## src/rtl/cla_serial_adder.sv

```systemverilog
// -----------------------------------------------------------------------------
// cla_serial_adder
//
// Digit-serial adder: sums two WIDTH-bit operands two bits per clock through a
// single 2-bit carry-lookahead slice (cla_2) and a registered inter-digit
// carry. Trades latency (WIDTH/2 cycles) for a short combinational path.
//
// Ports:
//   clk        rising-edge clock
//   rst_n      synchronous active-low reset
//   in_valid   operand pair on a/b/cin is valid
//   in_ready   block can accept an operand pair (high only in IDLE)
//   a, b       WIDTH-bit operands
//   cin        carry into digit 0
//   out_valid  s/cout (and ovf) hold a completed result
//   out_ready  consumer accepts the result
//   s          WIDTH-bit sum
//   cout       carry out of bit WIDTH-1
//   ovf        signed overflow (only when CLA_SERIAL_OVF_EN is defined)
//
// Optional feature macro: CLA_SERIAL_OVF_EN adds the ovf port and its logic.
//
// FSM states:
//   state | meaning
//   IDLE  | waiting for an operand pair; in_ready = 1
//   RUN   | one digit computed per cycle, k = 0 .. WIDTH/2-1
//   DONE  | result held on s/cout until out_ready
// -----------------------------------------------------------------------------

// 2-bit carry-lookahead slice.
module cla_2 (
    input  logic [1:0] a,
    input  logic [1:0] b,
    input  logic       cin,
    output logic [1:0] s,
    output logic       cout
);
    logic [1:0] g;
    logic [1:0] p;
    logic       c1;

    assign g    = a & b;
    assign p    = a ^ b;
    assign c1   = g[0] | (p[0] & cin);
    assign cout = g[1] | (p[1] & g[0]) | (p[1] & p[0] & cin);
    assign s    = p ^ {c1, cin};
endmodule

module cla_serial_adder #(
    parameter int WIDTH = 16
) (
    input  logic             clk,
    input  logic             rst_n,
    input  logic             in_valid,
    output logic             in_ready,
    input  logic [WIDTH-1:0] a,
    input  logic [WIDTH-1:0] b,
    input  logic             cin,
    output logic             out_valid,
    input  logic             out_ready,
    output logic [WIDTH-1:0] s,
    output logic             cout
`ifdef CLA_SERIAL_OVF_EN
    ,
    output logic             ovf
`endif
);
    localparam int DIGITS = WIDTH / 2;
    localparam int KW     = (DIGITS > 1) ? $clog2(DIGITS) : 1;
    localparam logic [KW-1:0] K_LAST = KW'(DIGITS - 1);

    generate
        if ((WIDTH % 2) != 0 || WIDTH < 2) begin : g_bad_width
            $error("cla_serial_adder: WIDTH must be even and >= 2");
        end
    endgenerate

    typedef enum logic [1:0] {
        IDLE = 2'd0,
        RUN  = 2'd1,
        DONE = 2'd2
    } state_t;

    state_t state;
    state_t state_next;

    logic [WIDTH-1:0] a_reg;
    logic [WIDTH-1:0] b_reg;
    logic [WIDTH-1:0] s_reg;
    logic             carry;
    logic [KW-1:0]    k;
    logic [KW:0]      idx;
    logic [1:0]       dig_a;
    logic [1:0]       dig_b;
    logic [1:0]       dig_s;
    logic             dig_cout;
    logic             accept;
    logic             digit_last;

    assign accept     = (state == IDLE) && in_valid;
    assign digit_last = (state == RUN) && (k == K_LAST);

    // Bit offset of the current digit is 2k.
    assign idx   = {k, 1'b0};
    assign dig_a = a_reg[idx +: 2];
    assign dig_b = b_reg[idx +: 2];

    cla_2 u_cla_2 (
        .a    (dig_a),
        .b    (dig_b),
        .cin  (carry),
        .s    (dig_s),
        .cout (dig_cout)
    );

    always_ff @(posedge clk) begin
        if (!rst_n) begin
            state <= IDLE;
        end else begin
            state <= state_next;
        end
    end

    always_comb begin
        state_next = state;
        case (state)
            IDLE: if (in_valid)   state_next = RUN;
            RUN:  if (k == K_LAST) state_next = DONE;
            DONE: if (out_ready)  state_next = IDLE;
            default:              state_next = IDLE;
        endcase
    end

    always_ff @(posedge clk) begin
        if (!rst_n) begin
            a_reg <= '0;
            b_reg <= '0;
            s_reg <= '0;
            carry <= 1'b0;
            k     <= '0;
        end else if (accept) begin
            a_reg <= a;
            b_reg <= b;
            carry <= cin;
            k     <= '0;
        end else if (state == RUN) begin
            s_reg[idx +: 2] <= dig_s;
            carry           <= dig_cout;
            k               <= k + KW'(1);
        end
    end

`ifdef CLA_SERIAL_OVF_EN
    logic ovf_reg;

    // Carry into the MSB is recovered from the MSB sum bit of the last digit;
    // signed overflow is that carry XOR the carry out.
    always_ff @(posedge clk) begin
        if (!rst_n) begin
            ovf_reg <= 1'b0;
        end else if (digit_last) begin
            ovf_reg <= (a_reg[WIDTH-1] ^ b_reg[WIDTH-1] ^ dig_s[1]) ^ dig_cout;
        end
    end

    assign ovf = ovf_reg;
`else
    logic unused_last;
    assign unused_last = digit_last;
`endif

    assign in_ready  = (state == IDLE);
    assign out_valid = (state == DONE);
    assign s         = s_reg;
    assign cout      = carry;
endmodule

```

## config.mk

```make
export PLATFORM = sky130hd
export DESIGN_NAME = cla_serial_adder
export DESIGN_NICKNAME = d
export VERILOG_FILES = /design/src/rtl/cla_serial_adder.sv
export SDC_FILE = /design/constraint.sdc
export NUM_CORES = 1
export LEC_CHECK = 0
export BUFFER_PORTS_ARGS = -buffer_cell sky130_fd_sc_hd__buf_2
export CORE_ASPECT_RATIO = 1.75
export CORE_MARGIN = 3
export CORE_UTILIZATION = 35
export CTS_BUF_LIST = sky130_fd_sc_hd__clkbuf_8
export CTS_CLUSTER_SIZE = 8
export DETAILED_ROUTE_END_ITERATION = 8
export GPL_ROUTABILITY_DRIVEN = 0
export GPL_TIMING_DRIVEN = 0
export SLEW_MARGIN = 20
export SYNTH_ARGS = -nofsm -noshare
export SYNTH_HDL_FRONTEND = slang
export SYNTH_SLANG_ARGS = --single-unit
export TNS_END_PERCENT = 100
```

## constraint.sdc

```tcl
create_clock -name clk -period 2.25 [get_ports clk]
set_input_delay 0.1125 -clock clk [delete_from_list [all_inputs] [get_ports clk]]
set_output_delay 0.1125 -clock clk [all_outputs]
set_load 0.01 [all_outputs]
```

==> results.py, run 1 <==
metrics = {
    "run_status": {
        "outcome": "complete, but fails checks",
        "violations": "setup timing",
    },
    "sta": {
        "maxSlewHeadroom": 0.631,
        "finalMaxSlewViolations": 0,
        "fin_worst_skew_ns": 0.0163,
        "finalWorstPathRequiredPeriod_ns": 2.25,
        "rsz0062_at_grt": "true",
        "layout_worst_path_cycle_share": 1.00,
        "hold-worst-slack_ns": 0.0312,
        "timing_worst_slew_pin_value_ns": 0.553,
        "timing.fmax_ghz": 0.444,
        "fin_tns_setup_ns": -0.00871,
        "setup_viol_count_final": 2,
        "finalWorstSetupSlack_ns": -0.00451,
        "finalHoldViolCount": 0,
    },
    "critical_path": {
        "worst_ep_required_time_ns": 2.49,
        "setup.worst_path.end_class": "register",
        "cp_bufs_invs": 1,
        "timing_worst_setup_path_type": "reg -> reg",
        "path_cells": "buf_8 > mux4_2 > nand2_2 > nand2_2 > fa_2 > xor2_4 > nand4_1 > mux2i_1",
        "worst_path_dominant_cell_family": "multiplexers",
        "slowest_stage": "mux4_2",
        "crit_path_dat_ns": 2.49,
        "setup.worst_path.start_class": "register",
        "critical_path_peak_fanout": 8,
        "crit_path_frequent_cell": "nand2_2",
        "cp_slowest_stage_delay_ns": 0.50,
    },
    "clock_network": {
        "cts_made_buffers": 5,
        "max-clock-path-buffers": 2,
        "clk_pin_slew_worst_paths_ns": 0.10,
        "clock_latency_of_the_later_clocked_register_in_the_worst_skew_pair_ns": 0.31,
        "clock_tree.root_cell": "clkbuf_8",
        "tritoncts": "built",
        "clock_tree.htree_level_count": 2,
        "clock-sinks": 54,
    },
    "grt": {
        "grt_busiest_layer": "met2",
        "grt_max_degree": 17,
        "grt_pass1_vias": 2080,
        "initial_antenna_violation_count": 0,
        "grt.met1_usage": 0.152,
        "grt_first_pass_wirelength_mm": 9.60,
        "grt_overflow": 0,
        "use_met3": 0.0300,
        "met2_usage": 0.268,
        "grtUsageTotal": 0.143,
    },
    "detailed_routing": {
        "detail_route.first_pass.iterations": 4,
        "drt.antenna.violating_nets": 0,
        "route.final.wire_length_mm": 5.88,
        "num_vias": 2086,
        "drt-wirelength-per-cell_um": 13.4,
        "vias_per_cell": 4.76,
        "drc_errors": 0,
        "drt_iter0_markers": 49,
    },
    "place": {
        "io_buffer_count": 55,
        "place_area_mm2": 0.00301,
        "dp_hpwl_mm": 4.57,
        "place_ws_ns": -0.307,
    },
    "layout": {
        "most-common-layout-cells": "nand2_1, buf_2, dfxtp_1",
        "utilization": 0.439,
        "finalInstanceArea_mm2": 0.00317,
        "mostFrequentLayoutCell": "nand2_1",
        "net_total_in_the_final_layout": 398,
        "area_growth_pct": 21.5,
        "drive_gt1_frac": 0.273,
        "antenna_cells_inserted": 0,
        "ff_latch_area_mm2": 0.00108,
        "fillCellCount": 757,
        "multiInputGateArea_mm2": 0.00146,
    },
    "logic_synthesis": {
        "netlist.top_cell.by_area": "dfxtp_1",
        "synth_cells": 285,
        "synthesis.yosys.warnings": 0,
        "syn_nets": 332,
        "synth.yosys.seq_area_share": 0.414,
        "yosysUniqueCellTypes": 31,
        "syn-mean-instance-area_um2": 9.17,
        "post-synth-top-area-fraction": 0.414,
        "synthesis.area_mm2": 0.00261,
        "yosys_register_bits": 54,
        "synth.area.top_cells": "dfxtp_1, nand2_1, a21boi_0",
    },
    "hold_path": {
        "hp-class": "in -> reg",
    },
    "floorplan": {
        "core_region_area_mm2": 0.00723,
        "chipHeight_um": 120,
        "start_util": 0.361,
        "die_width_um": 71.3,
        "fp-row-count": 41,
        "die_area_mm2": 0.00858,
        "floorplan.io_pins": 56,
    },
    "power": {
        "power.ir.vdd_worst_uv": 294,
        "power.density_mw_per_mm2": 584,
        "power.leakage_nw": 1.45,
    },
    "run": {
        "cap_violations": 0,
    },
}
tightest hold or removal path, stage by stage:
cell and delay (ns):
buf_2 0.10, nand2_1 0.05, a21boi_1 0.05
synthesized netlist by cell type, drive strengths merged:
library cell  number
nand2             98
dfxtp             54
a21boi            33
mux2i             16
buf               12
ha                 9
clkbuf             8
mux4               8
nand3              8
nor2b              8
nand4              6
inv                4
a22oi              3
a21o               2
nor2               2
nor3b              2
o21bai             2
a21oi              1
and2               1
fa                 1
nand4bb            1
nor3               1
o21ai              1
o2bb2ai            1
or3                1
or3b               1
xor2               1
what timing repair did:
action / CTS / global route
hold buffers: 0 / 0
buffers inserted: 3 / 2
pin swaps: 3 / 5
setup endpoints to repair: 17 / 15
resized for setup: 8 / 8
where the power goes:
part / total [mW] / switching [mW] / internal, mW
combinational: 0.287 / 0.149 / 0.138
sequential: 1.02 / 0.0279 / 0.995
clock: 0.544 / 0.328 / 0.216
through the flow:
stage          cells  total power [mW]
4_1_cts          436              1.86
3_3_place_gp     426              1.31
5_1_grt          438              1.94
6_report         438              1.85
2_1_floorplan    285              1.22
3_5_place_dp     426              1.32
worst paths after layout:
kind	cells past startpoint	from	slack [ns]	endpoint
min reg2reg	2	s[8]$_SDFFE_PN0P_	0.46	s[8]$_SDFFE_PN0P_
min	3	b[6]	0.03	b_reg[6]$_SDFFE_PN0P_
max	8	k[0]$_SDFFE_PP0P_	-0.005	s[3]$_SDFFE_PN0P_
max reg2reg	8	k[0]$_SDFFE_PP0P_	-0.005	s[3]$_SDFFE_PN0P_
metal layers:
layer,routed length (um),share of wire
met3,230,0.039
met1,2400,0.41
met4,96,0.016
met5,0,0
met2,3150,0.54
cells by family after synthesis:
logic type,after synthesis,share of synthesized area
flip-flops,54,0.414
multiplexers,24,0.137
buffers and inverters,24,0.0474
AND/OR/NAND/NOR,129,0.225
adder cells (fa/ha/maj),10,0.0508
AO/OA/AOI/OAI,43,0.122
XOR/XNOR,1,0.00335
final cells by class:
class                      instances  share of cell area
buffer                            19              0.0351
clock buffer                       5              0.0217
clock inverter                     3             0.00552
inverter                           4             0.00473
multi-input combinational        207               0.459
sequential                        54               0.342
tap                               86              0.0339
timing repair buffer              60              0.0985
(Power assumes the default switching activity.)
==> inputs of run 2 (changes only) <==
--- a/config.mk
+++ b/config.mk
@@ -14,6 +14,7 @@
 export DETAILED_ROUTE_END_ITERATION = 8
 export GPL_ROUTABILITY_DRIVEN = 0
 export GPL_TIMING_DRIVEN = 0
+export REMOVE_ABC_BUFFERS = 1
 export SLEW_MARGIN = 20
 export SYNTH_ARGS = -nofsm -noshare
 export SYNTH_HDL_FRONTEND = slang
==> run 2 against run 1 <==
Net effect: the flow now finishes without violations; flip-flop and latch count is the same; maximum frequency grew 2.3%; global-route usage is 0.39 points lower; critical path type unchanged.
==> results.py, run 2 (synthesis results as in run 1) <==
metrics = {
    "layout": {
        "utilization": 0.436,
        "most-common-layout-cells": "nand2_1, buf_2, dfxtp_1",
        "drive_gt1_frac": 0.278,
        "mostFrequentLayoutCell": "nand2_1",
        "antenna_cells_inserted": 0,
        "fillCellCount": 749,
        "finalInstanceArea_mm2": 0.00315,
        "net_total_in_the_final_layout": 384,
        "area_growth_pct": 20.7,
    },
    "critical_path": {
        "worst_path_dominant_cell_family": "multiplexers",
        "worst_ep_required_time_ns": 2.49,
        "critical_path_peak_fanout": 5,
        "rrSetupSlack_ns": 0.05,
        "slowest_stage": "mux4_2",
        "setup.worst_path.end_class": "register",
        "path_cells": "buf_6 > mux4_2 > nand2_2 > nand2_4 > fa_2 > xor2_4 > nand4_1 > mux2i_1",
        "cp_slowest_stage_delay_ns": 0.50,
        "setup.worst_path.start_class": "register",
        "timing_worst_setup_path_type": "reg -> reg",
        "cp_bufs_invs": 1,
        "crit_path_dat_ns": 2.44,
    },
    "detailed_routing": {
        "num_vias": 2034,
        "drt_iter0_markers": 64,
        "route.final.wire_length_mm": 5.66,
        "drt.antenna.violating_nets": 0,
        "detail_route.first_pass.iterations": 4,
        "drc_errors": 0,
        "drt-wirelength-per-cell_um": 13.4,
        "vias_per_cell": 4.80,
    },
    "power": {
        "internal_power_mw": 1.46,
        "power.leakage_nw": 1.41,
        "total_switching_power_uw": 481,
        "share_comb_of_total_power": 0.150,
        "clkPwrFrac": 0.325,
        "power.ir.vdd_worst_uv": 273,
        "design_power_total_mw": 1.94,
        "power_switching_share": 0.247,
        "sequential_group_share_of_total_power": 0.525,
        "power.density_mw_per_mm2": 616,
    },
    "floorplan": {
        "start_util": 0.361,
        "core_region_area_mm2": 0.00723,
        "die_width_um": 71.3,
        "floorplan.io_pins": 56,
        "chipHeight_um": 120,
        "die_area_mm2": 0.00858,
        "fp-row-count": 41,
    },
    "grt": {
        "grtUsageTotal": 0.139,
        "grt_busiest_layer": "met2",
        "initial_antenna_violation_count": 0,
        "use_met3": 0.0266,
        "grt_overflow": 0,
        "met2_usage": 0.249,
        "grt.met1_usage": 0.159,
        "grt_first_pass_wirelength_mm": 9.55,
        "grt_max_degree": 58,
        "grt_pass1_vias": 2061,
    },
    "place": {
        "io_buffer_count": 55,
        "dp_hpwl_mm": 3.90,
        "place_area_mm2": 0.00290,
    },
    "run_status": {
        "outcome": "completed",
    },
    "sta": {
        "finalHoldViolCount": 0,
        "timing_worst_slew_pin_value_ns": 0.869,
        "fin_worst_skew_ns": 0.00269,
        "maxSlewHeadroom": 0.421,
        "hold-worst-slack_ns": 0.0369,
        "finalWorstPathRequiredPeriod_ns": 2.20,
        "rsz0062_at_grt": "true",
        "timing.fmax_ghz": 0.454,
        "finalMaxSlewViolations": 0,
        "setup_viol_count_final": 0,
        "layout_worst_path_cycle_share": 0.980,
        "fin_tns_setup_ns": 0,
    },
    "clock_network": {
        "cts_made_buffers": 5,
        "cts_hold_buffers": 0,
        "clock_tree.htree_level_count": 2,
        "max-clock-path-buffers": 2,
        "clk_pin_slew_worst_paths_ns": 0.09,
        "tritoncts": "built",
        "clock_latency_of_the_later_clocked_register_in_the_worst_skew_pair_ns": 0.30,
        "clock-sinks": 54,
        "clock_tree.root_cell": "clkbuf_8",
    },
    "hold_path": {
        "hp-class": "in -> reg",
    },
    "run": {
        "cap_violations": 0,
    },
}
run 2: cell types whose count changed in the layout (fill, tap and decap cells not counted), moves of 2 or more:
| cell | change |
|---|---|
| clkbuf_1 | -7 |
| nand2_1 | -2 |
| mux4_1 | -3 |
| nand3_2 | -2 |
| mux4_2 | +3 |
| nand3_1 | +2 |
| buf_2 | -8 |
run 2: area by class of cell:
cell class	instances	area, um2	share of cell area
Clock buffer	5	68.8	0.0218
Clock inverter	3	37.5	0.0119
Inverter	4	15.0	0.00476
Multi-Input combinational cell	207	1460	0.464
Sequential cell	54	1090	0.344
Tap cell	86	108	0.0341
Timing Repair Buffer	65	374	0.119
run 2: path summary, 6_finish.rpt:
path | from | end | cells past startpoint
setup reg to reg | k[0]$_SDFFE_PP0P_ | s[3]$_SDFFE_PN0P_ | 8
hold reg to reg | s[15]$_SDFFE_PN0P_ | s[15]$_SDFFE_PN0P_ | 2
setup / recovery | k[0]$_SDFFE_PP0P_ | s[3]$_SDFFE_PN0P_ | 8
hold / removal | b[5] | b_reg[5]$_SDFFE_PN0P_ | 3
run 2: timing repair:
item                       CTS  global route
gates resized for setup     14             8
cloned                       0             0
pin swaps                    4             7
setup buffers                7             2
setup endpoints to repair   17            12
run 2: per-stage QoR:
step / instances / worst slack (ns)
after CTS: 422 / -0.00506
after global routing: 424 / -0.0508
after global placement: 406 / -0.789
after detailed placement: 407 / -0.832
final: 424 / 0.0456
after floorplan: 265 / -0.232
run 2: power groups by stage:
| stage | combinational [mW] | clock, mW | sequential (mW) |
|---|---|---|---|
| after floorplan | 0.150 | 0 | 1.04 |
| after global placement | 0.234 | 0 | 1.05 |
| after detailed placement | 0.242 | 0 | 1.05 |
| after CTS | 0.287 | 0.656 | 1.02 |
| after global routing | 0.328 | 0.690 | 1.03 |
| final | 0.291 | 0.631 | 1.02 |
run 2: tightest hold or removal path, stage by stage:
cell	delay, ns
buf_2	0.10
nand2_1	0.04
a21boi_1	0.05
run 2: per-layer routing:
metal  vias up  share of wire
met2        42           0.54
met3         7          0.043
met5         -              0
met1       924           0.40
li1       1061              -
met4         0          0.015
==> inputs of run 3 (changes only) <==
--- a/config.mk
+++ b/config.mk
@@ -18,5 +18,6 @@
 export SLEW_MARGIN = 20
 export SYNTH_ARGS = -nofsm -noshare
 export SYNTH_HDL_FRONTEND = slang
+export SYNTH_HIERARCHICAL = 1
 export SYNTH_SLANG_ARGS = --single-unit
 export TNS_END_PERCENT = 100
==> constraint.sdc (replaced) <==
create_clock -name clk -period 2.1 [get_ports clk]
set_input_delay 0.105 -clock clk [delete_from_list [all_inputs] [get_ports clk]]
set_output_delay 0.105 -clock clk [all_outputs]
set_load 0.01 [all_outputs]
==> run 3 against run 2 <==
Net effect: the run now ends with setup timing left; power grew 5.6%; first-iteration DRC count grew 7.8%; clock power shrank 4.1%; area after synthesis grew 1.6%; sequential share of layout area shrank 0.98 points; non-clock buffer count grew 5; sequential power grew 7%; wire length grew 4.5%; largest cell class unchanged; highest routed layer unchanged.
==> results.py, run 3 <==
metrics = {
    "power": {
        "design_power_total_mw": 2.05,
        "power_switching_share": 0.265,
        "power.leakage_nw": 1.32,
        "internal_power_mw": 1.51,
        "clkPwrFrac": 0.295,
        "share_comb_of_total_power": 0.172,
        "sequential_group_share_of_total_power": 0.533,
        "power.density_mw_per_mm2": 631,
        "total_switching_power_uw": 543,
        "power.ir.vdd_worst_uv": 348,
    },
    "logic_synthesis": {
        "yosys_register_bits": 54,
        "post-synth-top-area-fraction": 0.407,
        "synth_cells": 296,
        "synth_async_sr_flop_share": 0,
        "netlist.top_cell.by_area": "dfxtp_1",
        "synth.area.top_cells": "dfxtp_1, nand2_1, a21boi_0",
        "yosys.cell_count.top_type": "nand2_1",
        "synth_common_cells": "nand2_1, dfxtp_1, a21boi_0, mux2i_1, buf_2",
        "synth.yosys.seq_area_share": 0.407,
        "synth_enable_flop_cells": 0,
        "yosysUniqueCellTypes": 34,
        "syn-mean-instance-area_um2": 8.97,
        "synthesis.area_mm2": 0.00265,
        "dominantRegCellSynth": "dfxtp_1",
        "synthesis.yosys.warnings": 6,
    },
    "clock_network": {
        "clock-sinks": 54,
        "max-clock-path-buffers": 2,
        "cts_hold_buffers": 0,
        "tritoncts": "built",
        "clock_tree.root_cell": "clkbuf_8",
        "clock_latency_of_the_later_clocked_register_in_the_worst_skew_pair_ns": 0.31,
        "clk_pin_slew_worst_paths_ns": 0.09,
        "clock_tree.htree_level_count": 2,
        "cts_made_buffers": 5,
    },
    "hold_path": {
        "hp-class": "in -> reg",
    },
    "sta": {
        "finalMaxSlewViolations": 0,
        "maxSlewHeadroom": 0.383,
        "finalWorstSetupSlack_ns": -0.184,
        "fin_tns_setup_ns": -1.72,
        "hold-worst-slack_ns": 0.0241,
        "timing_worst_slew_pin_value_ns": 0.926,
        "setup_viol_count_final": 16,
        "rsz0062_at_grt": "true",
        "timing.fmax_ghz": 0.438,
        "fin_worst_skew_ns": 0.00569,
        "finalHoldViolCount": 0,
        "layout_worst_path_cycle_share": 1.09,
        "finalWorstPathRequiredPeriod_ns": 2.28,
    },
    "critical_path": {
        "cp_bufs_invs": 3,
        "worst_path_dominant_cell_family": "multiplexers",
        "setup.worst_path.start_class": "register",
        "crit_path_dat_ns": 2.52,
        "cp_slowest_stage_delay_ns": 0.49,
        "worst_ep_required_time_ns": 2.34,
        "setup.worst_path.end_class": "register",
        "timing_worst_setup_path_type": "reg -> reg",
        "critical_path_peak_fanout": 4,
        "path_cells": "buf_12 > mux4_2 > nand2_2 > nand2_2 > inv_2 > fa_2 > inv_2 > and3b_2 > nand3_1 > mux2i_1",
        "slowest_stage": "mux4_2",
    },
    "layout": {
        "utilization": 0.447,
        "most-common-layout-cells": "nand2_1, buf_2, dfxtp_1",
        "fillCellCount": 742,
        "antenna_cells_inserted": 0,
        "ff_latch_area_mm2": 0.00109,
        "mostFrequentLayoutCell": "nand2_1",
        "finalInstanceArea_mm2": 0.00325,
        "area_growth_pct": 22.6,
        "drive_gt1_frac": 0.323,
        "net_total_in_the_final_layout": 399,
        "final_cell_count_no_fill": 439,
        "multiInputGateArea_mm2": 0.00151,
    },
    "floorplan": {
        "start_util": 0.364,
        "chipHeight_um": 121,
        "die_width_um": 71.8,
        "core_region_area_mm2": 0.00728,
        "floorplan.io_pins": 56,
        "die_area_mm2": 0.00870,
        "fp-row-count": 41,
    },
    "detailed_routing": {
        "num_vias": 2124,
        "vias_per_cell": 4.84,
        "detail_route.first_pass.iterations": 4,
        "drt-wirelength-per-cell_um": 13.5,
        "drc_errors": 0,
        "drt.antenna.violating_nets": 0,
        "drt_iter0_markers": 69,
        "route.final.wire_length_mm": 5.92,
    },
    "place": {
        "dp_hpwl_mm": 4.04,
        "place_area_mm2": 0.00295,
        "io_buffer_count": 55,
        "place_ws_ns": -1.18,
        "dpl.cell_count": 417,
    },
    "grt": {
        "initial_antenna_violation_count": 0,
        "grt_pass1_vias": 2204,
        "grt_max_degree": 60,
        "grtUsageTotal": 0.143,
        "grt_first_pass_wirelength_mm": 9.89,
        "grt_overflow": 0,
    },
    "run": {
        "cap_violations": 0,
    },
    "run_status": {
        "violations": "setup timing",
        "outcome": "complete, but fails checks",
    },
}
==> run 3: kinds of logic (layout without fill, tap and decap cells) <==
logic type,count (synthesis),in the layout,synth area share
AO/OA/AOI/OAI,40,40,0.107
XOR/XNOR,1,1,0.00330
flip-flops,54,54,0.407
multiplexers,24,24,0.128
AND/OR/NAND/NOR,138,138,0.254
buffers and inverters,29,86,0.0504
adder cells (fa/ha/maj),10,10,0.0500
==> run 3: final cells by class <==
type | count | area share
clock inverters | 2 | 0.00385
well taps | 86 | 0.0331
multi-input cells | 213 | 0.465
clock buffers | 6 | 0.0254
flip-flops and latches | 54 | 0.335
repair buffers | 70 | 0.129
inverters | 8 | 0.00923
==> run 3: worst min-delay path, cell delays in order <==
cell,delay [ns]
buf_2,0.09
nand2_1,0.04
a21boi_1,0.05
==> run 3: timing repair <==
item / CTS / global route
setup buffers: 13 / 1
pin swaps: 8 / 4
setup endpoints to repair: 17 / 17
resized for setup: 22 / 5
==> run 3: power groups by stage <==
stage	clock, mW	combinational [mW]	sequential, mW
after floorplan	0	0.167	1.12
final	0.605	0.352	1.09
after global placement	0	0.260	1.12
after global routing	0.663	0.391	1.10
after detailed placement	0	0.267	1.13
after CTS	0.625	0.339	1.09
==> run 3: final timing paths <==
kind                     startpoint                endpoint  slack (ns)  cells after the start
min reg2reg  b_reg[10]$_SDFFE_PN0P_  b_reg[10]$_SDFFE_PN0P_        0.46                      2
max reg2reg       k[0]$_SDFFE_PP0N_       s[4]$_SDFFE_PN0P_       -0.18                     10
max               k[0]$_SDFFE_PP0N_       s[4]$_SDFFE_PN0P_       -0.18                     10
min                            b[8]   b_reg[8]$_SDFFE_PN0P_        0.02                      3
==> run 3: routing by layer <==
layer,part of all wire,track usage,up-vias
met5,0,0,-
met4,0.015,0.0435,0
met3,0.035,0.0265,7
met2,0.55,0.274,38
met1,0.40,0.153,989
li1,-,-,1090
